[config.mk]
export PLATFORM = sky130hd
export DESIGN_NAME = mdu_iterative
export DESIGN_NICKNAME = d
export VERILOG_FILES = /design/src/rtl/mdu_iterative_pkg.sv /design/src/rtl/mdu_div_step.sv /design/src/rtl/mdu_iterative.sv
export SDC_FILE = /design/constraint.sdc
export NUM_CORES = 1
export LEC_CHECK = 0
export CORE_MARGIN = 2
export CORE_UTILIZATION = 60
export DETAILED_ROUTE_END_ITERATION = 16
export PLACE_DENSITY = 0.82
export REMOVE_ABC_BUFFERS = 1
export SYNTH_ARGS = -nofsm -noshare
export SYNTH_HDL_FRONTEND = slang
export SYNTH_SLANG_ARGS = --single-unit
[constraint.sdc]
create_clock -name clk -period 10.1 [get_ports clk]
set_input_delay 2.525 -clock clk [delete_from_list [all_inputs] [get_ports clk]]
set_output_delay 2.525 -clock clk [all_outputs]
set_load 0.05 [all_outputs]
[src/rtl/mdu_iterative_pkg.sv]
// Shared encodings for the iterative multiply/divide unit: funct3 ops, FSM states, latencies.
// Also used by the decoder so op encodings stay in one place.
package mdu_iterative_pkg;

   typedef enum logic [2:0] {
      OP_MUL    = 3'b000,
      OP_MULH   = 3'b001,
      OP_MULHSU = 3'b010,
      OP_MULHU  = 3'b011,
      OP_DIV    = 3'b100,
      OP_DIVU   = 3'b101,
      OP_REM    = 3'b110,
      OP_REMU   = 3'b111
   } mdu_op_e;

   typedef enum logic [1:0] {
      ST_IDLE = 2'd0,
      ST_CALC = 2'd1,
      ST_FIX  = 2'd2,
      ST_DONE = 2'd3
   } mdu_state_e;

   function automatic int mdu_mul_calc_cycles(input int w, input int step);
      return w / step;
   endfunction

   function automatic int mdu_div_calc_cycles(input int w);
      return w;
   endfunction

   function automatic int mdu_mul_latency(input int w, input int step);
      return w / step + 2;
   endfunction

   function automatic int mdu_div_latency(input int w);
      return w + 2;
   endfunction

   // rs1 is signed for MUL, MULH, MULHSU, DIV, REM
   function automatic logic op_s1_signed(input logic [2:0] op);
      return (op == OP_MUL) || (op == OP_MULH) || (op == OP_MULHSU) ||
             (op == OP_DIV) || (op == OP_REM);
   endfunction

   function automatic logic op_s2_signed(input logic [2:0] op);
      return (op == OP_MUL) || (op == OP_MULH) || (op == OP_DIV) || (op == OP_REM);
   endfunction

endpackage

[src/rtl/mdu_div_step.sv]
// One combinational restoring-division iteration on magnitudes:
// shift {rem, quo} left, trial-subtract the divisor, keep or restore.
module mdu_div_step #(
   parameter int W = 32
) (
   input  logic [W-1:0] i_rem,
   input  logic [W-1:0] i_quo,
   input  logic [W-1:0] i_div,
   output logic [W-1:0] o_rem,
   output logic [W-1:0] o_quo
);

   logic [W:0]   w_shift;
   logic [W-1:0] w_sub;
   logic         w_borrow;

   assign w_shift  = {i_rem, i_quo[W-1]};
   assign w_borrow = w_shift < {1'b0, i_div};
   // when the subtract succeeds the true difference is below the divisor, so W bits suffice
   assign w_sub    = w_shift[W-1:0] - i_div;
   assign o_rem    = w_borrow ? w_shift[W-1:0] : w_sub;
   assign o_quo    = {i_quo[W-2:0], ~w_borrow};

endmodule

[src/rtl/mdu_iterative.sv]
// Iterative RV32M/RV64M multiply/divide unit with valid/ready in and out.
// Optional MDU_DIV_REUSE_EN: reuse the last division's quotient/remainder for identical operands.
module mdu_iterative
   import mdu_iterative_pkg::*;
#(
   parameter int DATA_WIDTH = 32,
   parameter int MUL_STEP   = 4
) (
   input  logic                  clk,
   input  logic                  rst,
   input  logic                  in_valid,
   output logic                  in_ready,
   input  logic [2:0]            in_op,
   input  logic [DATA_WIDTH-1:0] in_s1,
   input  logic [DATA_WIDTH-1:0] in_s2,
   input  logic                  flush,
   output logic                  out_valid,
   input  logic                  out_ready,
   output logic [DATA_WIDTH-1:0] out_data,
   output logic                  busy
);

   localparam int W       = DATA_WIDTH;
   localparam int S       = MUL_STEP;
   localparam int CW      = $clog2(W);
   localparam int MUL_CYC = mdu_mul_calc_cycles(W, S);
   localparam int DIV_CYC = mdu_div_calc_cycles(W);
   localparam logic [W-1:0] MIN_VAL = {1'b1, {(W-1){1'b0}}};

   mdu_state_e     r_state;
   logic [2:0]     r_op;
   logic           r_neg_q;
   logic           r_neg_r;
   logic [W-1:0]   r_a;
   logic [W-1:0]   r_b;
   logic [2*W-1:0] r_prod;
   logic [CW-1:0]  r_cnt;
   logic           r_out_valid;
   logic [W-1:0]   r_out_data;

   logic           w_s1_sgn, w_s2_sgn, w_neg1, w_neg2;
   logic [W-1:0]   w_mag1, w_mag2;
   logic           w_is_div, w_is_rem, w_div0, w_ovf;
   logic [W-1:0]   w_special_data;
   logic           w_hit;
   logic [W-1:0]   w_hit_data;
   logic [W+S-1:0] w_part, w_sum;
   logic [2*W-1:0] w_mul_next, w_prod_fix;
   logic [W-1:0]   w_div_rem, w_div_quo;
   logic [W-1:0]   w_quo_fix, w_rem_fix, w_result;

   assign in_ready  = (r_state == ST_IDLE);
   assign busy      = (r_state != ST_IDLE);
   assign out_valid = r_out_valid;
   assign out_data  = r_out_data;

   assign w_s1_sgn = op_s1_signed(in_op);
   assign w_s2_sgn = op_s2_signed(in_op);
   assign w_neg1   = w_s1_sgn & in_s1[W-1];
   assign w_neg2   = w_s2_sgn & in_s2[W-1];
   assign w_mag1   = w_neg1 ? -in_s1 : in_s1;
   assign w_mag2   = w_neg2 ? -in_s2 : in_s2;
   assign w_is_div = in_op[2];
   assign w_is_rem = in_op[1];
   assign w_div0   = (in_s2 == '0);
   assign w_ovf    = !in_op[0] && (in_s1 == MIN_VAL) && (in_s2 == '1);

   always_comb begin
      w_special_data = '0;
      if (w_div0)
         w_special_data = w_is_rem ? in_s1 : '1;
      else
         w_special_data = w_is_rem ? '0 : MIN_VAL;
   end

   // Multiplier low half holds the remaining multiplier bits; each cycle retires S of them
   always_comb begin
      w_part = '0;
      for (int i = 0; i < S; i++)
         if (r_prod[i]) w_part = w_part + ({{S{1'b0}}, r_a} << i);
   end
   assign w_sum      = {{S{1'b0}}, r_prod[2*W-1:W]} + w_part;
   assign w_mul_next = {w_sum, r_prod[W-1:S]};

   mdu_div_step #(.W(W)) u_div_step (
      .i_rem (r_prod[2*W-1:W]),
      .i_quo (r_prod[W-1:0]),
      .i_div (r_b),
      .o_rem (w_div_rem),
      .o_quo (w_div_quo)
   );

   assign w_prod_fix = r_neg_q ? -r_prod : r_prod;
   assign w_quo_fix  = r_neg_q ? -r_prod[W-1:0] : r_prod[W-1:0];
   assign w_rem_fix  = r_neg_r ? -r_prod[2*W-1:W] : r_prod[2*W-1:W];

   always_comb begin
      case (r_op)
         OP_MUL:                     w_result = w_prod_fix[W-1:0];
         OP_MULH, OP_MULHSU, OP_MULHU: w_result = w_prod_fix[2*W-1:W];
         OP_DIV, OP_DIVU:            w_result = w_quo_fix;
         default:                    w_result = w_rem_fix;
      endcase
   end

`ifdef MDU_DIV_REUSE_EN
   logic         r_rv_valid, r_rv_sgn;
   logic [W-1:0] r_rv_s1, r_rv_s2, r_rv_quo, r_rv_rem, r_s1, r_s2;

   assign w_hit      = r_rv_valid && w_is_div && (r_rv_s1 == in_s1) &&
                       (r_rv_s2 == in_s2) && (r_rv_sgn == !in_op[0]);
   assign w_hit_data = w_is_rem ? r_rv_rem : r_rv_quo;

   always_ff @(posedge clk or posedge rst) begin
      if (rst) begin
         r_rv_valid <= 1'b0;
         r_rv_sgn   <= 1'b0;
         r_rv_s1    <= '0;
         r_rv_s2    <= '0;
         r_rv_quo   <= '0;
         r_rv_rem   <= '0;
         r_s1       <= '0;
         r_s2       <= '0;
      end else if (flush) begin
         r_rv_valid <= 1'b0;
      end else if (r_state == ST_IDLE && in_valid) begin
         r_s1 <= in_s1;
         r_s2 <= in_s2;
         if (!w_is_div) r_rv_valid <= 1'b0;
      end else if (r_state == ST_FIX && r_op[2]) begin
         r_rv_valid <= 1'b1;
         r_rv_sgn   <= !r_op[0];
         r_rv_s1    <= r_s1;
         r_rv_s2    <= r_s2;
         r_rv_quo   <= w_quo_fix;
         r_rv_rem   <= w_rem_fix;
      end
   end
`else
   assign w_hit      = 1'b0;
   assign w_hit_data = '0;
`endif

   always_ff @(posedge clk or posedge rst) begin
      if (rst) begin
         r_state     <= ST_IDLE;
         r_op        <= '0;
         r_neg_q     <= 1'b0;
         r_neg_r     <= 1'b0;
         r_a         <= '0;
         r_b         <= '0;
         r_prod      <= '0;
         r_cnt       <= '0;
         r_out_valid <= 1'b0;
         r_out_data  <= '0;
      end else begin
         case (r_state)
            ST_IDLE: begin
               if (in_valid && !flush) begin
                  r_op    <= in_op;
                  r_neg_q <= w_neg1 ^ w_neg2;
                  r_neg_r <= w_neg1;
                  r_a     <= w_mag1;
                  r_b     <= w_mag2;
                  r_prod  <= {{W{1'b0}}, (w_is_div ? w_mag1 : w_mag2)};
                  if (w_is_div && (w_div0 || w_ovf)) begin
                     r_out_data  <= w_special_data;
                     r_out_valid <= 1'b1;
                     r_state     <= ST_DONE;
                  end else if (w_hit) begin
                     r_out_data  <= w_hit_data;
                     r_out_valid <= 1'b1;
                     r_state     <= ST_DONE;
                  end else begin
                     r_cnt   <= w_is_div ? CW'(DIV_CYC - 1) : CW'(MUL_CYC - 1);
                     r_state <= ST_CALC;
                  end
               end
            end
            ST_CALC: begin
               if (flush) begin
                  r_state <= ST_IDLE;
               end else begin
                  r_prod <= r_op[2] ? {w_div_rem, w_div_quo} : w_mul_next;
                  if (r_cnt == '0) r_state <= ST_FIX;
                  else             r_cnt   <= r_cnt - 1'b1;
               end
            end
            ST_FIX: begin
               if (flush) begin
                  r_state <= ST_IDLE;
               end else begin
                  r_out_data  <= w_result;
                  r_out_valid <= 1'b1;
                  r_state     <= ST_DONE;
               end
            end
            ST_DONE: begin
               // flush discards the result even if the consumer is taking it this cycle
               if (flush || out_ready) begin
                  r_out_valid <= 1'b0;
                  r_state     <= ST_IDLE;
               end
            end
            default: r_state <= ST_IDLE;
         endcase
      end
   end

endmodule
Word level (Yosys, flattened, before mapping)
Index checks and enable logic that the tools add are counted.
{"block": "classes", "n_reduce_logical": 31, "add_sub_neg": 11, "order_cmp": 1, "mux": 41, "eq_ne": 22, "n_bitwise": 4}
{"cell": "2-to-1 mux 32 bit", "n": 13}
{"cell": "2-to-1 mux 64 bit", "n": 4}
{"cell": "negation 32 bit", "n": 4}
{"cell": "one-hot mux 64 bit (2 select lines)", "n": 1}
{"cell": "2-to-1 mux 36 bit", "n": 3}
{"cell": "one-hot mux 32 bit (3 select lines)", "n": 1}
{"cell": "== test 32 bit (second input constant)", "n": 2}
{"cell": "negation 64 bit", "n": 1}
{"cell": "one-hot mux 32 bit (2 select lines)", "n": 1}
{"cell": "adder 32 x 36 -> 36 bit", "n": 1}
{"cell": "adder 36 x 33 -> 36 bit", "n": 1}
{"cell": "adder 36 x 34 -> 36 bit", "n": 1}
{"cell": "adder 36 x 35 -> 36 bit", "n": 1}
{"cell": "less-than comparator 33 x 32 -> 1 bit", "n": 1}
{"cell": "zero test 32 bit", "n": 1}
{"cell": "subtractor 32 bit", "n": 1}
{"cell": "2-to-1 mux 5 bit", "n": 5}
{"cell": "== test 3 bit (second input constant)", "n": 4}
{"cell": "2-to-1 mux 2 bit", "n": 6}
{"cell": "!= test 2 bit (second input constant)", "n": 5}
{"cell": "one-hot mux 5 bit (2 select lines)", "n": 1}
{"cell": "AND reduction 5 bit", "n": 2}
{"cell": "== test 3 x 2 -> 1 bit (second input constant)", "n": 3}
{"cell": "logical OR 1 bit", "n": 8}
{"cell": "24 further kinds", "n": 39}
{"block": "word_totals", "ff_bits": 173}

Depth between registers and ports, before layout
{"block": "logic_depth", "ltp_word": 11, "depth_mapped": 50, "depth_no_buf": 47}

Cells and area by module
Synthesis repeated with hierarchy kept, for this count alone.
{"block": "unflattened", "cells_unflattened": 3013, "hier_area_um2": 22343.9}
{"module": "mdu_iterative", "seq_area_each_um2": 4329.2, "area_per_inst_um2": 19681.4, "cells_each": 2609, "n_inst": 1}
{"module": "mdu_div_step", "seq_area_each_um2": 0.0, "area_per_inst_um2": 2662.6, "cells_each": 404, "n_inst": 1}

Worst setup path after synthesis
Ideal clock, no wire load.
{"block": "synth_timing", "path_type": "flip-flop to flip-flop", "from": "register r_prod[0]", "to": "register r_prod[62]", "arrival_time_ns": 9.167, "path_stages_with_launch": 48, "path_slack_ns": 0.805, "setup_ns": 0.128, "synth_period_minus_slack_ns": 9.295, "cell_sequence": "dfrtp_1 -> clkbuf_1 -> clkbuf_1 -> clkbuf_1 -> and2_1 -> fa_1 -> clkbuf_1 -> and3b_1 -> o21ai_1 -> a211oi_1 -> o21bai_1 -> a21boi_0 -> o21ai_0 -> a21boi_0 -> o21ai_0 -> mux2i_1 -> o21ai_0 -> nand2_1 -> (+12 left out) -> a211oi_1 -> a221oi_1 -> a311oi_1 -> o21ba_2 -> o21bai_1 -> a221o_1 -> a21oi_1 -> xnor2_1 -> mux2_2 -> ha_1 -> clkbuf_1 -> o2111ai_1 -> a21oi_1 -> o31a_1 -> o22ai_1 -> or3_1 -> nor4b_1 -> nor3_1"}
{"block": "synth_between", "elab_chain_cells": 11}
{"element": "start, declared", "line": "mdu_iterative.sv:36", "text": "logic [2*W-1:0] r_prod;"}
{"element": "start signal, assigned", "line": "mdu_iterative.sv:165", "text": "r_prod <= {{W{1'b0}}, (w_is_div ? w_mag1 : w_mag2)};"}
{"element": "start signal, assigned", "line": "mdu_iterative.sv:184", "text": "r_prod <= r_op[2] ? {w_div_rem, w_div_quo} : w_mul_next;"}
{"element": "2-to-1 mux 32 bit (*)", "line": "mdu_iterative.sv:80", "text": "if (r_prod[i]) w_part = w_part + ({{S{1'b0}}, r_a} << i);"}
{"element": "adder 36 x 33 -> 36 bit", "line": "mdu_iterative.sv:80"}
{"element": "2-to-1 mux 36 bit (*)", "line": "mdu_iterative.sv:80"}
{"element": "adder 36 x 34 -> 36 bit", "line": "mdu_iterative.sv:80"}
{"element": "2-to-1 mux 36 bit (*)", "line": "mdu_iterative.sv:80"}
{"element": "adder 36 x 35 -> 36 bit", "line": "mdu_iterative.sv:80"}
{"element": "2-to-1 mux 36 bit (*)", "line": "mdu_iterative.sv:80"}
{"element": "adder 32 x 36 -> 36 bit (*)", "line": "mdu_iterative.sv:82", "text": "assign w_sum = {{S{1'b0}}, r_prod[2*W-1:W]} + w_part;"}
{"element": "2-to-1 mux 64 bit (*)", "line": "mdu_iterative.sv:184"}
{"element": "2-to-1 mux 64 bit (*)", "line": "mdu_iterative.sv:181", "text": "if (flush) begin"}
{"element": "one-hot mux 64 bit (2 select lines) (*)", "line": "mdu_iterative.sv:157", "text": "case (r_state)"}
Mark *: on every way between the ends. The rest lies on a longest branch, timed or not. The select of a mux whose other input is x is not followed.
A chain may end at the register's enable or synchronous reset.

Worst setup path in the final report
{"block": "layout_timing", "from": "register r_a[2]", "to": "register r_prod[62]"}
{"block": "layout_between", "elab_chain_cells": 11}
{"element": "start, declared", "line": "mdu_iterative.sv:34", "text": "logic [W-1:0] r_a;"}
{"element": "start signal, assigned", "line": "mdu_iterative.sv:163", "text": "r_a <= w_mag1;"}
{"element": "2-to-1 mux 32 bit", "line": "mdu_iterative.sv:80"}
{"element": "adder 36 x 33 -> 36 bit", "line": "mdu_iterative.sv:80"}
{"element": "2-to-1 mux 36 bit", "line": "mdu_iterative.sv:80"}
{"element": "adder 36 x 34 -> 36 bit", "line": "mdu_iterative.sv:80"}
{"element": "2-to-1 mux 36 bit", "line": "mdu_iterative.sv:80"}
{"element": "adder 36 x 35 -> 36 bit", "line": "mdu_iterative.sv:80"}
{"element": "2-to-1 mux 36 bit (*)", "line": "mdu_iterative.sv:80"}
{"element": "adder 32 x 36 -> 36 bit (*)", "line": "mdu_iterative.sv:82"}
{"element": "2-to-1 mux 64 bit (*)", "line": "mdu_iterative.sv:184"}
{"element": "2-to-1 mux 64 bit (*)", "line": "mdu_iterative.sv:181"}
{"element": "one-hot mux 64 bit (2 select lines) (*)", "line": "mdu_iterative.sv:157"}
Marked as above.

==> impl_results.md <==
* Adder-Cell Fraction of Synth Area at 10.02%
* Crit path buf inv count at 0
* Sink Count at 173
* Core footprint at 35,570 um^2
* Final setup skew at 10.88 ps
* Clock Tree Buf Depth at 2
* Post-synth EDFFs at 0
* Final min period at 9534 ps
* Fraction of the mapped netlist area in simple logic gates at 19.16%
* Critical setup path kind: reg2reg
* Dpl hpwl at 52,660 um
* Worst Setup Start Kind: flip-flop
* Final WL at 68,860 um
* Io pins at 107
* Fin Setup TNS at 0 ps
* N_diodes at 0
* Mean Syn Cell Area at 7.478 um^2
* Clk Latency, worst-skew pair at 450 ps
* Largest net degree at the start of global routing at 104
* Req. time, crit path at 10,430 ps
* Compound-cell area share of the yosys netlist at 27.73%
* Tot GR Track Use at 35.61%
* Placer congestion estimate at 1.023
* Met3 Track Usage GR at 6.697%
* DRT antenna net count at 0
* Vias in the first global route at 21,075
* CTS Buf Count at 17
* Port bufs at 106
* Clock-pin slew of the registers on the worst-case setup and hold paths at 70 ps
* Synth Instances at 2,902
* Die Area at 37,710 um^2
* Routed vias/inst at 6.624
* GR Util met2 at 57.76%
* Die Y at 194.2 um
* Crit path top cell by count: ha_1
* Main combinational cell family by area after synthesis: compound AO/OA/AOI/OAI gates
* RSZ-0062 raised after global routing: no
* CP delay by family, top: compound AO/OA/AOI/OAI gates
* Hold_buf cts at 0
* Initial Utilization at 61.01%
* Fill count at 2,991
* Library cells used by synthesis at 93
* Final period util at 94.40%
* Post-synthesis sequential area ratio at 19.95%
* Final hold violations at 0
* Max Freq at 104.9 MHz
* CP max FO at 12
* Yosys warns at 0
* Post-synthesis mux area share at 6.896%
* # rows at 69
* Initial antenna violation count at 1
* CP max stage delay at 650 ps
* CTS tree: built
* Top_reg_cell synth: dfrtp_1
* Post-Syn Area at 21,700 um^2
* First-pass GRT wire length at 109,800 um
* Global routing met1 resource utilization at 46.90%
* Remaining DRCs at 0
* P&R area growth vs syn at 8.458%
* Root Buffer Master: clkbuf_16
* Total vias in the final route at 22,218
* Final setup fails at 0
* Hold Path Class: reg2reg
* Critical Path End Type: flip-flop
* Post-synthesis xor/xnor area fraction at 11.10%
* Slowest CP cell: or4b_2
* Yosys reg bits at 173
* Share of cells above drive strength 1 at 6.222%
* Place WS at 361.9 ps
* DR pass1 iterations at 9
* DIE WIDTH at 194.2 um
* Max-Cap Viols at 0
* Slew Viols, Final at 0
* Status: complete, no violations
* GRT overflow at 0
* DR WL/cell at 20.53 um
* Post-route setup slack at 566.0 ps
* Synth async-reset ratio at 100.0%
* Slew HR at 36.05%
* Final nets at 3,122
* Setup bufs post-CTS at 0
* Busiest grt layer: met2
* First DRT Iteration DRCs at 2,065
* H-tree levels at 4
* Slew @ Worst Pin at 959.3 ps
* Crit path arrival time at 9860 ps
[cell families after synthesis]
kind of cell / Yosys count
AO/OA/AOI/OAI: 982
XOR/XNOR: 275
adder cells (fa/ha/maj): 171
buffers and inverters: 288
flip-flops: 173
multiplexers: 141
AND/OR/NAND/NOR: 872
[layer usage]
layer / vias up / routed length, um
met3: 178 / 6184
met5: - / 9
li1: 10469 / -
met1: 10461 / 29110
met2: 1108 / 30980
met4: 2 / 2574
[cells in the mapped netlist (all sizes together) (40+ instances only)]
library cell	number	area, um^2
o21ai	313	1570
a21oi	294	1471
ha	165	2064
dfrtp	173	4329
xnor2	181	1585
inv	114	427.9
clkbuf	151	568.0
nand3	51	255.2
nand2b	40	250.2
nor3	42	210.2
mux2	68	765.7
a21o	66	495.5
xor2	94	823.3
nand2	304	1141
nor2	236	885.9
mux2i	73	730.7
[flip-flops by register name, indices dropped and copies added (netlist names)]
name / cells
out_data: 32
r_a: 32
r_state: 2
r_neg_q: 1
r_prod: 64
out_valid: 1
r_op: 3
r_b: 32
r_cnt: 5
r_neg_r: 1
[what timing repair did]
action / in CTS / in global routing
endpoints found under the setup margin: 0 / 9
endpoints found under the hold margin: 0 / 0
gates resized for setup: 0 / 16
[worst min-delay path, stage by stage, from the launching register on]
cell	delay [ps]
dfrtp_1	340
nand2_1	50
o21ai_0	60
[layout by cell type (no fill, tap or decap), types with 73 or more instances in the layout]
master,instances
clkdlybuf4s50_1,105
dfrtp_1,170
a21oi_1,294
mux2i_1,73
nor2_1,234
o21ai_0,306
ha_1,163
inv_1,112
xor2_1,94
xnor2_1,181
nand2_1,304
[through the flow]
step | hold slack, ps | area (um^2) | instances | utilization [%]
CTS | 486.0 | 23490 | 3354 | 66.05
global placement | 462.4 | 22900 | 3322 | 64.37
floorplan | 449.8 | 21020 | 2730 | -
finish | 481.2 | 23540 | 3354 | 66.17
detailed placement | 471.6 | 22900 | 3322 | 64.37
global route | 507.4 | 23540 | 3354 | 66.17
[cell type report]
| cell class | instances | area [um^2] | area share, % |
|---|---|---|---|
| well taps | 461 | 576.8 | 2.451 |
| clock buffers | 18 | 439.2 | 1.866 |
| flip-flops and latches | 173 | 4335 | 18.42 |
| multi-input cells | 2441 | 16340 | 69.44 |
| repair buffers | 131 | 1244 | 5.284 |
| inverters | 116 | 440.4 | 1.871 |
| clock inverters | 14 | 157.7 | 0.6698 |
[path summary, 6_finish.rpt]
kind                            slack [ps]                start  cells after the start                       to
min in group asynchronous             2660                  rst                      2  out_data[5]$_DFFE_PP0P_
worst max register to register         570   r_a[2]$_DFFE_PP0P_                     39   r_prod[62]$_DFFE_PP0P_
worst min-delay path                   480  r_b[28]$_DFFE_PP0P_                      2      r_b[28]$_DFFE_PP0P_
worst min register to register         480  r_b[28]$_DFFE_PP0P_                      2      r_b[28]$_DFFE_PP0P_
worst max-delay path                   570   r_a[2]$_DFFE_PP0P_                     39   r_prod[62]$_DFFE_PP0P_
max in group asynchronous             5820                  rst                      3      r_op[2]$_DFFE_PP0P_
Power is not shown: default switching activity piles up to over one toggle a cycle in this logic, so the estimate is an artifact.
